[src/rtl/fe_pkg.sv]
// rtl/fe_pkg.sv - shared types and constants for the fetch front end
package fe_pkg;

  typedef enum logic [0:0] {
    FETCH = 1'b0,
    FLUSH = 1'b1
  } fetch_state_e;

  typedef struct packed {
    logic [31:0] pc;
    logic [15:0] instr;
  } fe_entry_s;

  localparam int unsigned INSTR_ALIGN = 2;

endpackage

[src/rtl/fe_fifo.sv]
// rtl/fe_fifo.sv - circular instruction queue with push/pop/flush
module fe_fifo #(
  parameter int unsigned DEPTH_P = 4,
  parameter int unsigned WIDTH_P = 48,
  localparam int unsigned PTR_W = $clog2(DEPTH_P),
  localparam int unsigned CNT_W = $clog2(DEPTH_P + 1)
) (
  input  logic               clk_i,
  input  logic               reset_i,
  input  logic               push_i,
  input  logic [WIDTH_P-1:0] data_i,
  input  logic               pop_i,
  input  logic               flush_i,
  output logic [WIDTH_P-1:0] data_o,
  output logic               full_o,
  output logic               empty_o,
  output logic [CNT_W-1:0]   count_o
);

  logic [WIDTH_P-1:0] mem_q [DEPTH_P];
  logic [PTR_W-1:0]   rd_ptr_q;
  logic [PTR_W-1:0]   wr_ptr_q;
  logic [CNT_W-1:0]   count_q;
  logic               do_push;
  logic               do_pop;

  // A full queue still accepts a push when the head leaves in the same cycle.
  assign do_pop  = pop_i && (count_q != '0);
  assign do_push = push_i && ((count_q != CNT_W'(DEPTH_P)) || do_pop);

  always_ff @(posedge clk_i or posedge reset_i) begin
    if (reset_i) begin
      mem_q    <= '{default: '0};
      rd_ptr_q <= '0;
      wr_ptr_q <= '0;
      count_q  <= '0;
    end else if (flush_i) begin
      rd_ptr_q <= '0;
      wr_ptr_q <= '0;
      count_q  <= '0;
    end else begin
      if (do_push) begin
        mem_q[wr_ptr_q] <= data_i;
        wr_ptr_q        <= wr_ptr_q + PTR_W'(1);
      end
      if (do_pop) begin
        rd_ptr_q <= rd_ptr_q + PTR_W'(1);
      end
      count_q <= count_q + CNT_W'(do_push) - CNT_W'(do_pop);
    end
  end

  assign data_o  = mem_q[rd_ptr_q];
  assign full_o  = (count_q == CNT_W'(DEPTH_P));
  assign empty_o = (count_q == '0);
  assign count_o = count_q;

endmodule

[src/rtl/fe_fetch.sv]
// rtl/fe_fetch.sv - in-order Thumb fetch stage feeding the microcode ROM
module fe_fetch
  import fe_pkg::*;
#(
  parameter int unsigned ADDR_WIDTH_P   = 32,
  parameter int unsigned INSTR_WIDTH_P  = 16,
  parameter int unsigned OPCODE_WIDTH_P = 10,
  parameter int unsigned QUEUE_DEPTH_P  = 4,
  parameter logic [ADDR_WIDTH_P-1:0] RESET_PC_P = '0
) (
  input  logic                      clk_i,
  input  logic                      reset_i,
  output logic                      imem_req_v_o,
  output logic [ADDR_WIDTH_P-1:0]   imem_addr_o,
  input  logic                      imem_ready_i,
  input  logic                      imem_resp_v_i,
  input  logic [INSTR_WIDTH_P-1:0]  imem_data_i,
  input  logic                      redirect_v_i,
  input  logic [ADDR_WIDTH_P-1:0]   redirect_pc_i,
  output logic                      instr_v_o,
  input  logic                      instr_ready_i,
  output logic [INSTR_WIDTH_P-1:0]  instr_o,
  output logic [ADDR_WIDTH_P-1:0]   instr_pc_o,
  output logic [OPCODE_WIDTH_P-1:0] opcode_o
);

  localparam int unsigned CNT_W   = $clog2(QUEUE_DEPTH_P + 1);
  localparam int unsigned ENTRY_W = ADDR_WIDTH_P + INSTR_WIDTH_P;

  fetch_state_e            state_q, state_d;
  logic [ADDR_WIDTH_P-1:0] fetch_pc_q, fetch_pc_d;
  logic [ADDR_WIDTH_P-1:0] resp_pc_q, resp_pc_d;
  logic [ADDR_WIDTH_P-1:0] redirect_tgt;
  logic [CNT_W-1:0]        outstanding_q, outstanding_d;
  logic [CNT_W-1:0]        stale_q, stale_d;
  logic [CNT_W-1:0]        q_count;
  logic [CNT_W:0]          credit_sum;
  logic                    req_v, accept, resp_ok, push, pop;
  logic                    q_empty, q_full;
  logic [ENTRY_W-1:0]      head;

  assign redirect_tgt = redirect_pc_i & ~ADDR_WIDTH_P'(1);

  // Queued plus in-flight entries bound the requests, so the queue never overflows.
  assign credit_sum = {1'b0, q_count} + {1'b0, outstanding_q};
  assign req_v      = !reset_i && (state_q == FETCH) &&
                      (credit_sum < (CNT_W + 1)'(QUEUE_DEPTH_P));
  assign accept     = req_v && imem_ready_i;
  assign resp_ok    = imem_resp_v_i && (outstanding_q != '0);
  assign push       = resp_ok && (stale_q == '0) && !redirect_v_i;
  assign pop        = !q_empty && instr_ready_i;

  always_comb begin
    outstanding_d = outstanding_q + CNT_W'(accept) - CNT_W'(resp_ok);
    stale_d       = stale_q;
    fetch_pc_d    = fetch_pc_q;
    resp_pc_d     = resp_pc_q;
    state_d       = state_q;

    if (accept) fetch_pc_d = fetch_pc_q + ADDR_WIDTH_P'(INSTR_ALIGN);
    if (push) resp_pc_d = resp_pc_q + ADDR_WIDTH_P'(INSTR_ALIGN);
    if (resp_ok && (stale_q != '0)) stale_d = stale_q - CNT_W'(1);

    // Everything still in flight after this cycle belongs to the old path.
    if (redirect_v_i) begin
      fetch_pc_d = redirect_tgt;
      resp_pc_d  = redirect_tgt;
      stale_d    = outstanding_d;
    end

    unique case (state_q)
      FETCH:   if (redirect_v_i && (stale_d != '0)) state_d = FLUSH;
      FLUSH:   if (stale_d == '0) state_d = FETCH;
      default: state_d = FETCH;
    endcase
  end

  always_ff @(posedge clk_i or posedge reset_i) begin
    if (reset_i) begin
      state_q       <= FETCH;
      fetch_pc_q    <= RESET_PC_P;
      resp_pc_q     <= RESET_PC_P;
      outstanding_q <= '0;
      stale_q       <= '0;
    end else begin
      state_q       <= state_d;
      fetch_pc_q    <= fetch_pc_d;
      resp_pc_q     <= resp_pc_d;
      outstanding_q <= outstanding_d;
      stale_q       <= stale_d;
    end
  end

  fe_fifo #(
    .DEPTH_P(QUEUE_DEPTH_P),
    .WIDTH_P(ENTRY_W)
  ) u_queue (
    .clk_i  (clk_i),
    .reset_i(reset_i),
    .push_i (push),
    .data_i ({resp_pc_q, imem_data_i}),
    .pop_i  (pop),
    .flush_i(redirect_v_i),
    .data_o (head),
    .full_o (q_full),
    .empty_o(q_empty),
    .count_o(q_count)
  );

  assign imem_req_v_o = req_v;
  assign imem_addr_o  = fetch_pc_q;
  assign instr_v_o    = !q_empty;
  assign instr_pc_o   = head[ENTRY_W-1:INSTR_WIDTH_P];
  assign instr_o      = head[INSTR_WIDTH_P-1:0];
  assign opcode_o     = instr_o[INSTR_WIDTH_P-1 -: OPCODE_WIDTH_P];

  a_resp_has_owner: assert property (@(posedge clk_i) disable iff (reset_i)
    imem_resp_v_i |-> (outstanding_q != '0));
  a_no_overflow: assert property (@(posedge clk_i) disable iff (reset_i)
    !(push && q_full && !pop));

endmodule
[config.mk]
export PLATFORM = sky130hd
export DESIGN_NAME = fe_fetch
export DESIGN_NICKNAME = d
export VERILOG_FILES = /design/src/rtl/fe_pkg.sv /design/src/rtl/fe_fifo.sv /design/src/rtl/fe_fetch.sv
export SDC_FILE = /design/constraint.sdc
export NUM_CORES = 1
export LEC_CHECK = 0
export CORE_AREA = 3 3 164 166
export DETAILED_ROUTE_END_ITERATION = 6
export DIE_AREA = 0 0 167 169
export DONT_BUFFER_PORTS = 1
export GPL_TIMING_DRIVEN = 1
export RECOVER_POWER = 25
export SLEW_MARGIN = 30
export SYNTH_ARGS = -nofsm -noshare
export SYNTH_HDL_FRONTEND = slang
export SYNTH_SLANG_ARGS = --single-unit
[constraint.sdc]
create_clock -name clk_i -period 28.9 [get_ports clk_i]
set_input_delay 8.67 -clock clk_i [delete_from_list [all_inputs] [get_ports clk_i]]
set_output_delay 8.67 -clock clk_i [all_outputs]
set_load 0.01 [all_outputs]
==> results of run 1 <==
==> power breakdown <==
part	internal [mW]	total, mW	switching (mW)
combinational	0.141	0.272	0.132
clock	0.211	0.356	0.144
sequential	0.439	0.503	0.0636
==> metrics by stage <==
step / cells / utilization / cell area [µm²]
after floorplan: 927 / - / 12700
after detailed placement: 1198 / 0.499 / 12900
after global routing: 1249 / 0.535 / 13800
final: 1249 / 0.535 / 13800
after global placement: 1197 / 0.498 / 12800
after CTS: 1249 / 0.535 / 13800
==> state kept, by name, summed over array words and instances, names as in the netlist <==
signal	cells
imem_addr_o	31
u_queue.wr_ptr_q	2
u_queue.count_o	3
resp_pc_q	31
stale_q	3
u_queue.rd_ptr_q	2
outstanding_q	3
u_queue.mem_q	188
state_q	1
==> worst reg2reg max path, delay by kind of cell (launching register included) <==
family | cells | cell delay, ns
AO/OA/AOI/OAI | 2 | 0.51
flip-flops | 1 | 0.43
AND/OR/NAND/NOR | 2 | 0.63
adder cells (fa/ha/maj) | 4 | 1.20
XOR/XNOR | 1 | 0.16
buffers and inverters | 2 | 0.15
==> layout make-up <==
cell class	instances	area [µm²]	area share
flip-flops and latches	264	6610	0.480
multi-input cells	566	5640	0.409
clock buffers	38	800	0.0581
well taps	335	419	0.0304
clock inverters	13	124	0.00899
repair buffers	10	91.3	0.00663
inverters	23	90.1	0.00654
==> worst max path at each step <==
| stage | to | slack (ns) |
|---|---|---|
| 4_1_cts | imem_req_v_o | 11.23 |
| 3_3_place_gp | imem_req_v_o | 11.22 |
| 6_report | imem_req_v_o | 11.23 |
| 2_1_floorplan | imem_req_v_o | 11.26 |
| 5_1_grt | imem_req_v_o | 11.19 |
| 3_5_place_dp | imem_req_v_o | 11.23 |
==> cells by family (layout without fill, tap and decap cells) <==
| family | after synthesis | count (layout) | synth area share |
|---|---|---|---|
| other cells | 1 | 2 | 0.000296 |
| flops | 264 | 264 | 0.521 |
| fa+ha+maj | 16 | 16 | 0.0170 |
| buf+inv | 97 | 84 | 0.0354 |
| xor+xnor | 54 | 54 | 0.0373 |
| mux | 270 | 270 | 0.281 |
| simple gates | 174 | 174 | 0.0777 |
| compound gates | 50 | 50 | 0.0302 |
==> cell usage in the layout (no fill, tap or decap), types with 3 or more instances in the layout <==
master	synthesis	layout
mux2i_1	5	5
nand4_1	22	22
a21boi_0	13	13
and3_1	11	11
or4_1	3	3
o21ai_0	3	3
nor4_1	3	3
dfrtp_1	264	262
a31oi_1	4	4
clkinv_2	0	8
xor2_1	18	18
or3_1	4	4
nand2b_1	10	10
mux4_2	47	47
o21a_1	5	5
or2_2	3	3
and4_1	7	7
nor3_2	3	3
nor2b_1	5	5
inv_1	22	21
nand2_1	27	23
a311oi_1	5	5
mux2_2	218	218
ha_1	14	14
buf_4	12	6
nor3_1	17	17
xnor2_1	36	36
clkbuf_8	0	4
and2_1	8	7
nand3_1	20	20
nor2_1	24	24
a21oi_1	3	3
clkbuf_16	0	29
nand2_2	0	4
clkbuf_1	28	7
o31a_1	10	10
==> layer usage <==
metal	part of all wire	track usage	vias up
met2	0.49	0.347	203
met3	0.063	0.0469	32
met4	0.014	0.0420	0
met1	0.43	0.264	3923
met5	0	0	-
li1	-	-	3307
==> results.yml, run 1 <==
yosys:
  synth.top_cell.area_share: 0.521
  avgSynthCellArea_um2: 13.7
  yosys_warnings: 0
  synth_cells: 926
  synth-seq-cells: 264
  ys_types: 50
  synth-async-reset-ratio: 1.00
  synth_ff_type: "dfrtp_1"
  synth_commonest_cells: "dfrtp_1 (264), mux2_2 (218), mux4_2 (47)"
  synth_area_leaders: "dfrtp_1 (52%), mux2_2 (19%), mux4_2 (8.3%)"
  ys_seq_area_frac: 0.521
  synth_area_um2: 12700
  yosys.area.top_type: "dfrtp_1"
  synth_edf_count: 0
  synth_most_common_cell: "dfrtp_1"
sta:
  period_needed_ns: 17.67
  fmax_mhz: 56.6
  worstMarginPinSlew_ns: 4.55
  clock-skew-final_ns: 0.0157
  timing.final.ws_setup_ns: 11.23
  slew_headroom: -2.05
  grt_setup_unrepaired: "no"
  setup_viol: 0
  finalCritPeriodShare: 0.611
  slew_violations: 201
  holdWs_ns: 0.499
  hold_violations: 0
  tns_ns: 0
grt:
  grt_max_degree: 105
  grt-ovfl-total: 0
  grt_pass1_wl_um: 45600
  grt_antenna_before_repair: 0
  track_usage: 0.202
  first_global_vias: 8148
worst_setup_path:
  cp_num_cells: 2
  path_buf_inv: 0
  ff2ff_path_depth: 11
  cp_max_fo: 2
  cp_top_family: "simple AND/OR/NAND/NOR gates"
  crit_start: "reset_i"
  setup.worst_path.start_class: "input port"
  reg2reg_slack_ns: 25.69
  rr_startpoint: "outstanding_q[2]"
  timing.rr.end: "state_q"
  end_kind: "primary output"
  critical_path_class: "input port to primary output"
  slowest_delay_ns: 0.22
  critPathRequiredTime_ns: 20.23
  cpMaxStageDelayCell: "and3_1"
  cp.arrival_ns: 9.00
  worstPathCellList: "nor2_1, and3_1"
clock_tree:
  ctsResizeCount: 0
  clk_path_buf_depth: 3
  cts_setup_buffers: 0
  worstSkewPairLatency_ns: 0.53
  cts_sinks: 264
  cts_made_buffers: 29
  clk_pin_slew_ns: 0.05
  htree_levels: 1
  hold_buffers: 0
  cts_tree: "built"
  root_buffer: "clkbuf_16"
outcome:
  violations: "capacitance limit, slew limit"
  outcome: "finished with violations"
placement:
  place.gp.congestion: 0.890
  io_buffers: 0
  dp_slack_ns: 11.23
  hpwlAfterDp_um: 18900
power_and_ir_drop:
  ir_drop_mv: 0.0442
  fin_total_pwr_mw: 1.13
  total_leakage_power_nw: 6.16
  powerDensity_nw_per_um2: 82.1
worst_hold_path:
  min_to: "u_queue.mem_q[52]"
  hp-start: "u_queue.mem_q[52]"
  hold_depth: 1
  min_path_type: "flop to flop"
die:
  rows: 59
  ios: 146
  die_area_um2: 28200
  coreArea_um2: 25800
  start_util: 0.492
  chipWidth_um: 167
  chipHeight_um: 169
route:
  ant_nets: 0
  first_pass_iters: 4
  vias: 7465
  wirelength_um: 28600
  drc_errors: 0
  initialDrtViolationCount: 441
  vias_per_cell: 5.98
  wire_per_inst_um: 22.9
layout:
  antenna_cells: 0
  n_fill_cell: 2145
  syn2layout_area_growth_pct: 8.63
  drive_above_1_share: 0.368
  layout.nets: 964
job:
  max_cap_violations: 3
Note: power is estimated with default switching activity, not from simulation.
==> run 2, diff against run 1 <==
- PLACE_DENSITY: unset -> 0.67
- clock period: 28.9 -> 15.8 ns (I/O delays scaled with it)
==> run 2 against run 1 <==
Critical endpoint is now u_queue.mem_q[84]. Total power rose by 86%. Sequential cell count stayed put. Routed wire length is 5.0% lower. The run still ends with capacitance limit, slew limit left. Setup slack got worse by 6.4 ns. Final area grew 0.38%.
==> results.yml, run 2 (same netlist as run 1, synthesis figures left out) <==
clock_tree:
  root_buffer: "clkbuf_16"
  htree_levels: 1
  hold_buffers: 0
  cts_sinks: 264
  worstSkewPairLatency_ns: 0.54
  ctsResizeCount: 0
  cts_setup_buffers: 0
  clk_path_buf_depth: 3
  cts_made_buffers: 30
  cts_tree: "built"
  clk_pin_slew_ns: 0.06
power_and_ir_drop:
  total_leakage_power_nw: 6.18
  fin_total_pwr_mw: 2.10
  powerDensity_nw_per_um2: 152
  ir_drop_mv: 0.103
layout:
  stdcell_area_um2: 13800
  final_cells: 1253
  drive_above_1_share: 0.365
  final_core_util: 0.537
  top_register: "u_queue.mem_q"
  syn2layout_area_growth_pct: 9.04
  largest_reg_flops: 188
  layout.nets: 964
  final_cell_mix: "dfrtp_1 (262), mux2_2 (218), mux4_2 (47)"
  final_common_cell: "dfrtp_1"
route:
  vias: 7386
  vias_per_cell: 5.89
  top_layer: "met4"
  wl_met3_um: 1790
  wl_met2_um: 12800
  wire_per_inst_um: 21.7
  wl_met1_um: 12100
  first_pass_iters: 4
  wirelength_um: 27200
  ant_nets: 0
  drc_errors: 0
  initialDrtViolationCount: 359
sta:
  clock-skew-final_ns: 0.00977
  worstMarginPinSlew_ns: 5.37
  setup_viol: 0
  finalCritPeriodShare: 0.693
  slew_violations: 261
  slew_headroom: -2.60
  timing.final.ws_setup_ns: 4.85
  grt_setup_unrepaired: "no"
  holdWs_ns: 0.499
  hold_violations: 0
  tns_ns: 0
  period_needed_ns: 10.95
  fmax_mhz: 91.3
worst_setup_path:
  end_kind: "async pin"
  critical_path_class: "input port to async pin"
  path_buf_inv: 2
  cpMaxStageDelayCell: "clkbuf_1"
  cp.arrival_ns: 10.68
  slowest_delay_ns: 2.94
  worstPathCellList: "clkinvlp_2, clkbuf_1"
  critPathRequiredTime_ns: 15.53
  cp_top_family: "buffers and inverters"
  cp_max_fo: 125
  setup.worst_path.start_class: "input port"
die:
  coreArea_um2: 25800
  start_util: 0.492
  chipHeight_um: 169
  chipWidth_um: 167
  die_area_um2: 28200
  rows: 59
  ios: 146
placement:
  place.gp.congestion: 0.841
  hpwlAfterDp_um: 17900
  dp_slack_ns: 5.99
  io_buffers: 0
  place_inst: 1197
  post_dp_cell_area_um2: 12900
grt:
  grt-ovfl-total: 0
  grt_max_degree: 126
  first_global_vias: 7748
  grt_pass1_wl_um: 43600
  track_usage: 0.193
  grt_antenna_before_repair: 1
outcome:
  outcome: "finished with violations"
  violations: "capacitance limit, slew limit"
worst_hold_path:
  min_path_type: "flop to flop"
job:
  max_cap_violations: 3
[run 2: cell count changes in the layout (fill, tap and decap cells not counted), sizes merged]
cell | previous run | this run
buf | 8 | 7
clkinv | 9 | 6
clkinvlp | 3 | 2
inv | 22 | 23
clkbuf | 40 | 46
diode | 0 | 2
[run 2: final timing paths]
check	slack, ns	cells past startpoint	end	from
worst max-delay path	4.85	2	u_queue.mem_q[84]	reset_i
worst min-delay path	0.50	1	u_queue.mem_q[69]	u_queue.mem_q[69]
worst max register to register	12.29	10	state_q	outstanding_q[2]
worst min register to register	0.50	1	u_queue.mem_q[69]	u_queue.mem_q[69]
max in group clk_i	6.01	2	imem_req_v_o	reset_i
min in group asynchronous	5.73	1	u_queue.count_o[1]	reset_i
[run 2: power breakdown]
group	internal, mW	total (mW)	leakage (nW)	switching, mW
Combinational	0.261	0.500	2.27	0.240
Clock	0.414	0.682	0.484	0.268
Sequential	0.803	0.916	3.42	0.113
[run 2: final cells by class]
cell class,instances,area [µm²]
clock buffers,44,875
well taps,335,419
repair buffers,9,80.1
flip-flops and latches,264,6610
diodes,2,5.00
clock inverters,10,110
multi-input cells,566,5630
inverters,23,90.1
fillers,2173,11900
[run 2: metal layers]
layer | vias up | global-route usage
li1 | 3316 | -
met1 | 3834 | 0.265
met2 | 199 | 0.314
met3 | 37 | 0.0497
met4 | 0 | 0.0395
met5 | - | 0
==> run 3, diff against run 2 <==
- PLACE_DENSITY: 0.67 -> unset
- clock period: 15.8 -> 10.7 ns (I/O delays scaled with it)
==> run 3 against run 2 <==
The run still ends with capacitance limit, slew limit left. Critical endpoint is now imem_req_v_o. Total power grew 44%. Clock power grew 36%. Sequential share of layout area grew 0.38 points. Non-clock buffer count is the same.
==> results.yml, run 3 (same netlist as run 1, synthesis figures left out) <==
outcome:
  outcome: "finished with violations"
  violations: "capacitance limit, slew limit"
job:
  max_cap_violations: 2
sta:
  tns_ns: 0
  hold_violations: 0
  timing.final.ws_setup_ns: 3.94
  period_needed_ns: 6.76
  fmax_mhz: 148
  slew_violations: 165
  finalCritPeriodShare: 0.632
  grt_setup_unrepaired: "no"
  setup_viol: 0
  holdWs_ns: 0.497
  slew_headroom: -2.18
  clock-skew-final_ns: 0.0114
  worstMarginPinSlew_ns: 4.75
clock_tree:
  root_buffer: "clkbuf_16"
  cts_tree: "built"
  cts_made_buffers: 29
  cts_sinks: 264
  worstSkewPairLatency_ns: 0.53
  ctsResizeCount: 0
  clk_pin_slew_ns: 0.05
  hold_buffers: 0
  htree_levels: 1
  cts_setup_buffers: 0
  clk_path_buf_depth: 3
route:
  vias: 7513
  vias_per_cell: 6.02
  wl_met3_um: 1790
  ant_nets: 0
  wl_met2_um: 14100
  wirelength_um: 29100
  initialDrtViolationCount: 474
  wl_met1_um: 12500
  drc_errors: 0
  wire_per_inst_um: 23.3
  first_pass_iters: 5
  top_layer: "met4"
die:
  die_area_um2: 28200
  rows: 59
  start_util: 0.492
  ios: 146
  coreArea_um2: 25800
  chipHeight_um: 169
  chipWidth_um: 167
placement:
  hpwlAfterDp_um: 18900
  dp_slack_ns: 3.93
  io_buffers: 0
  place.gp.congestion: 0.878
  place_inst: 1197
worst_setup_path:
  cp_top_family: "simple AND/OR/NAND/NOR gates"
  critPathRequiredTime_ns: 7.49
  slowest_delay_ns: 0.23
  worstPathCellList: "nor2_1, and3_1"
  cp_max_fo: 2
  setup.worst_path.start_class: "input port"
  cpMaxStageDelayCell: "and3_1"
  critical_path_class: "input port to primary output"
  end_kind: "primary output"
  path_buf_inv: 0
  cp.arrival_ns: 3.55
grt:
  grt-ovfl-total: 0
  grt_pass1_wl_um: 46000
  track_usage: 0.203
  grt_antenna_before_repair: 0
  first_global_vias: 8100
  grt_max_degree: 105
layout:
  syn2layout_area_growth_pct: 8.17
  final_cells: 1249
  drive_above_1_share: 0.364
  layout.nets: 963
  final_cell_mix: "dfrtp_1 (262), mux2_2 (218), mux4_2 (47)"
  final_common_cell: "dfrtp_1"
  largest_reg_flops: 188
  final_core_util: 0.532
  top_register: "u_queue.mem_q"
  antenna_cells: 0
worst_hold_path:
  min_path_type: "flop to flop"
power_and_ir_drop:
  total_leakage_power_nw: 6.14
  ir_drop_mv: 0.113
  powerDensity_nw_per_um2: 220
## run 3: final cells by class
class / count / area [µm²]
Timing Repair Buffer: 9 / 71.3
Multi-Input combinational cell: 566 / 5630
Clock buffer: 43 / 848
Sequential cell: 264 / 6610
Fill cell: 2146 / 12000
Tap cell: 335 / 419
Clock inverter: 9 / 45.0
Inverter: 23 / 90.1
## run 3: metal layers
layer  up-vias  global-route usage
li1       3291                   -
met1      3972               0.274
met2       211               0.338
met3        39              0.0455
met4         0              0.0531
met5         -                   0
## run 3: power by group
group          switching [mW]  total [mW]  leakage [nW]  internal, mW
clock                   0.384       0.928         0.451         0.544
sequential              0.172        1.36          3.42          1.19
combinational           0.355       0.734          2.27         0.379
## run 3: stage by stage
step	cell area, µm²	power [mW]
floorplan	12700	1.97
global placement	12800	2.08
detailed placement	12800	2.13
CTS	13700	3.07
global route	13700	3.18
finish	13700	3.02
## run 3: final timing paths
path,endpoint,slack (ns),cells past startpoint,start
hold reg to reg,u_queue.mem_q[57],0.50,1,u_queue.mem_q[57]
setup reg to reg,state_q,7.09,11,outstanding_q[2]
min in group asynchronous,resp_pc_q[5],4.00,1,reset_i
setup / recovery,imem_req_v_o,3.94,2,reset_i
max in group asynchronous,u_queue.rd_ptr_q[0],4.55,2,reset_i
hold / removal,u_queue.mem_q[57],0.50,1,u_queue.mem_q[57]
